$ cat config.mk
export PLATFORM = sky130hd
export DESIGN_NAME = multi_clock_divider
export DESIGN_NICKNAME = d
export VERILOG_FILES = /design/src/rtl/multi_clock_divider.sv
export SDC_FILE = /design/constraint.sdc
export NUM_CORES = 1
export LEC_CHECK = 0
export BUFFER_PORTS_ARGS = -buffer_cell sky130_fd_sc_hd__buf_4
export CORE_MARGIN = 2
export CORE_UTILIZATION = 30
export CTS_BUF_LIST = sky130_fd_sc_hd__clkbuf_4 sky130_fd_sc_hd__clkbuf_8
export DETAILED_ROUTE_END_ITERATION = 8
export GPL_TIMING_DRIVEN = 0
export PLACE_DENSITY = 0.55
export SLEW_MARGIN = 20
export SYNTH_ARGS = -nofsm -noshare
export SYNTH_HDL_FRONTEND = slang
export SYNTH_SLANG_ARGS = --single-unit
export TNS_END_PERCENT = 1
$ cat constraint.sdc
create_clock -name clk -period 9.06 [get_ports clk]
set_input_delay 1.359 -clock clk [delete_from_list [all_inputs] [get_ports clk]]
set_output_delay 1.359 -clock clk [all_outputs]
set_load 0.05 [all_outputs]
$ cat src/rtl/multi_clock_divider.sv
// rtl/multi_clock_divider.sv - multi-channel programmable clock-enable divider
// Per-channel divided square wave / pulse with shadowed, glitch-free divisor updates.
module multi_clock_divider #(
  parameter int   CHANNELS     = 4,
  parameter int   CNT_WIDTH    = 25,
  parameter int   CH_W         = 2,
  parameter int   DEFAULT_DIV  = 6000000 - 1,
  parameter logic DEFAULT_MODE = 1'b0
) (
  input  logic                 clk,
  input  logic                 rst,
  input  logic                 wr_en,
  input  logic [CH_W-1:0]      wr_chan,
  input  logic [CNT_WIDTH-1:0] wr_div,
  input  logic                 wr_mode,
  input  logic [CHANNELS-1:0]  ch_en,
  input  logic                 sync,
  output logic [CHANNELS-1:0]  out,
  output logic [CHANNELS-1:0]  tick
);

  localparam logic [CNT_WIDTH-1:0] DIV_INIT = CNT_WIDTH'(DEFAULT_DIV);

  logic [CNT_WIDTH-1:0] count   [CHANNELS];
  logic [CNT_WIDTH-1:0] term    [CHANNELS];
  logic [CNT_WIDTH-1:0] sh_term [CHANNELS];
  logic [CHANNELS-1:0]  mode;
  logic [CHANNELS-1:0]  sh_mode;
  logic [CHANNELS-1:0]  wrap;
  logic [CHANNELS-1:0]  commit;
  logic [CHANNELS-1:0]  wr_hit;

  // Commits only happen with count returning to 0, so count can never overshoot term.
  always_comb begin
    wrap   = '0;
    commit = '0;
    wr_hit = '0;
    for (int i = 0; i < CHANNELS; i++) begin
      wrap[i]   = (count[i] == term[i]);
      commit[i] = sync | ~ch_en[i] | wrap[i];
      wr_hit[i] = wr_en && (wr_chan == CH_W'(i));
    end
  end

  always_ff @(posedge clk or posedge rst) begin
    if (rst) begin
      for (int i = 0; i < CHANNELS; i++) begin
        count[i]   <= '0;
        term[i]    <= DIV_INIT;
        sh_term[i] <= DIV_INIT;
      end
      mode    <= {CHANNELS{DEFAULT_MODE}};
      sh_mode <= {CHANNELS{DEFAULT_MODE}};
      out     <= '0;
      tick    <= '0;
    end else begin
      for (int i = 0; i < CHANNELS; i++) begin
        if (sync || !ch_en[i]) begin
          count[i] <= '0;
          out[i]   <= 1'b0;
          tick[i]  <= 1'b0;
        end else if (wrap[i]) begin
          count[i] <= '0;
          tick[i]  <= 1'b1;
          out[i]   <= mode[i] ? 1'b1 : ~out[i];
        end else begin
          count[i] <= count[i] + 1'b1;
          tick[i]  <= 1'b0;
          if (mode[i])
            out[i] <= 1'b0;
        end

        // A write landing on a commit edge stays in the shadow until the next event.
        if (commit[i]) begin
          term[i] <= sh_term[i];
          mode[i] <= sh_mode[i];
        end
        if (wr_hit[i]) begin
          sh_term[i] <= wr_div;
          sh_mode[i] <= wr_mode;
        end
      end
    end
  end

endmodule

==> impl_metrics.json <==
{
  "ant_nets": 0,
  "ff2ff_setup_slack_ns": 6.37,
  "clk_path_buf_depth": 3,
  "cts_sinks": 316,
  "grt_overflow": 0,
  "route.vias.total": 8380,
  "cts_tree": "yes",
  "firstDrtPassIters": 4,
  "setup-violations-final": 0,
  "synthCells": 1091,
  "yosys_warnings": 0,
  "r2r_start": "count[94]",
  "routedWlPerCell_um": 17.1,
  "max_freq_mhz": 371,
  "die-area_sq_um": 48700,
  "pwr-share-comb_pct": 11.4,
  "synth_top_area_share_pct": 33.4,
  "synth_fp_nets": 1131,
  "synthTopCellsByArea": "dfrtp_1 (33%), dfstp_2 (24%), mux2_2 (16%), xor2_1 (8.5%), xnor2_1 (3.4%)",
  "post_cts_resized": 0,
  "crit_arrival_ns": 3.16,
  "crit_start": "count[94]",
  "num_rows": 79,
  "post-synth-top-count-cell": "mux2_2",
  "post_cts_buffers": 0,
  "start_util_pct": 30.3,
  "antenna_found_initial": 2,
  "synth-edff-count": 0,
  "ys_types": 32,
  "start_kind": "flop",
  "p_per_area_nw_per_um2": 215,
  "dp_hpwl_um": 22500,
  "ys_seq_area_share_pct": 57.3,
  "final_hold_viol_count": 0,
  "grt_use_total_pct": 13.4,
  "grt_pass1_wl_um": 50400,
  "fin_crit_sh_pct": 29.7,
  "finalInstanceArea_sq_um": 16600,
  "synth_area_sq_um": 14100,
  "status": "finished clean",
  "vias_per_cell": 4.54,
  "numCtsBuffers": 50,
  "relSlewSlack_pct": 32.7,
  "cts_root_buffer": "clkbuf_8",
  "required_ns": 9.53,
  "path_clk_slew_ns": 0.07,
  "seqPwrFrac_pct": 51.1,
  "worst_slew_pin_slew_ns": 1.00,
  "drtIter0Drc": 474,
  "diodes": 0,
  "core_sq_um": 46500,
  "yosysTopAreaCell": "dfrtp_1",
  "vdd_drop_max_mv": 0.121,
  "crit_fanout": 10,
  "rsz0062_at_grt": "no",
  "io_pins": 44,
  "clk_latency_ns": 0.59,
  "die_width_um": 221,
  "leakage_nw": 6.85,
  "clock_skew_ns": 0.0139,
  "final_nets": 1237,
  "min_period_ns": 2.69,
  "async_flop_share_pct": 100,
  "grt_pass1_vias": 8890,
  "drive_gt1_share_pct": 41.2,
  "switchingPower_w": 0.000876,
  "placedInstanceArea_sq_um": 15400,
  "htreeDepth": 2,
  "syn_to_final_growth_pct": 17.5,
  "gp_congestion": 0.747,
  "synth-seq-cells": 316,
  "routed_wl_um": 31600,
  "synth_flop_cell": "dfrtp_1",
  "p_total_w": 0.00356,
  "slew_violations": 0,
  "syn_avg_cell_area_sq_um": 12.9,
  "fin_tns_setup_ns": 0,
  "die_h_um": 221,
  "drc": 0,
  "port_buffers": 43,
  "worstHoldPathType": "flop to flop",
  "power_frac_clock_pct": 37.6,
  "hp-start": "sh_term[13]",
  "synthTopCellsByCount": "mux2_2 (203), dfrtp_1 (188), xor2_1 (136)",
  "setup.worst_path.class": "flop to flop",
  "end_kind": "flop",
  "grt_max_degree": 35,
  "p_int_w": 0.00268,
  "hold_buffers": 0,
  "sw_frac_of_total_pct": 24.6,
  "maxCapViolCount": 0,
  "n_fill_cell": 4609
}
critical path, cell delays in order (launching register included):
cell	delay [ns]
dfrtp_1	0.44
xor2_1	0.19
nor4_1	0.45
nand4_1	0.38
o31ai_4	0.50
buf_4	0.27
mux2_2	0.34
power by group through the flow:
stage               combinational, W  sequential, W  clock [W]
floorplan                   0.000312        0.00179          0
global placement            0.000389        0.00184          0
detailed placement          0.000409        0.00185          0
CTS                         0.000411        0.00182    0.00138
global route                0.000448        0.00185    0.00145
finish                      0.000405        0.00182    0.00134
stage by stage:
stage                     setup slack, ns  hold WS, ns  utilization, %  std cells
after global routing                 6.23        0.510            35.6       1846
after detailed placement             5.71        0.490            33.2       1752
after CTS                            6.36        0.504            35.6       1846
final                                6.37        0.500            35.6       1846
after global placement               1.57        0.483            32.7       1741
after floorplan                      3.59        0.465               -       1091
kinds of logic after synthesis:
group / share of synthesized area, %
XOR/XNOR: 11.8
multiplexers: 16.6
adder cells (fa/ha/maj): 0.355
AO/OA/AOI/OAI: 1.31
flip-flops: 57.3
buffers and inverters: 2.06
AND/OR/NAND/NOR: 10.6
placed cells by master, fill, tap and decap left out, types with 6 or more instances in the layout:
cell      Yosys  routed
clkinv_2      0       9
clkbuf_1      7       7
buf_6         8       8
nand2_1      33      33
clkbuf_8      0      73
inv_1        19      18
mux2_2      203     203
buf_2         7       7
nor2b_1       6       6
xnor2_1      54      54
nand3_1      41      41
xor2_1      136     136
buf_12        0      10
clkbuf_4      0      12
buf_4         9      52
and4_1       12      12
and3_1       11      11
dfrtp_1     188     188
dfstp_2     128     128
nor3_1       18      18
nand4_1      24      24
nor2_1      117     117
nor4_1       30      30
worst paths after layout:
check	cells after the start	to
max	6	term[84]
min	1	term[13]
max reg2reg	6	term[84]
min reg2reg	1	term[13]
max in group asynchronous	8	term[94]
min in group asynchronous	2	count[2]
metal layers:
layer	share of wire, %	up-vias	global-route usage (%)	wire length (um)
met1	50	4236	19.9	15700
met4	1.4	0	3.29	433
li1	-	3976	-	-
met5	0	-	0	0
met3	6.2	34	2.69	1960
met2	43	134	20.1	13500
state kept, by name (all words and copies together) (netlist names):
register  flops
count       100
sh_term     100
term        100
mode          4
out           4
sh_mode       4
tick          4
layout make-up:
type	count	area [sq um]	share of cell area, %
multi-input combinational	725	5740	34.7
sequential	316	8070	48.7
clock buffer	85	1090	6.61
clock inverter	9	45.0	0.272
buffer	31	219	1.32
inverter	19	75.1	0.454
timing repair buffer	54	551	3.33
tap	607	759	4.59
Note: power is estimated with default switching activity, not from simulation.
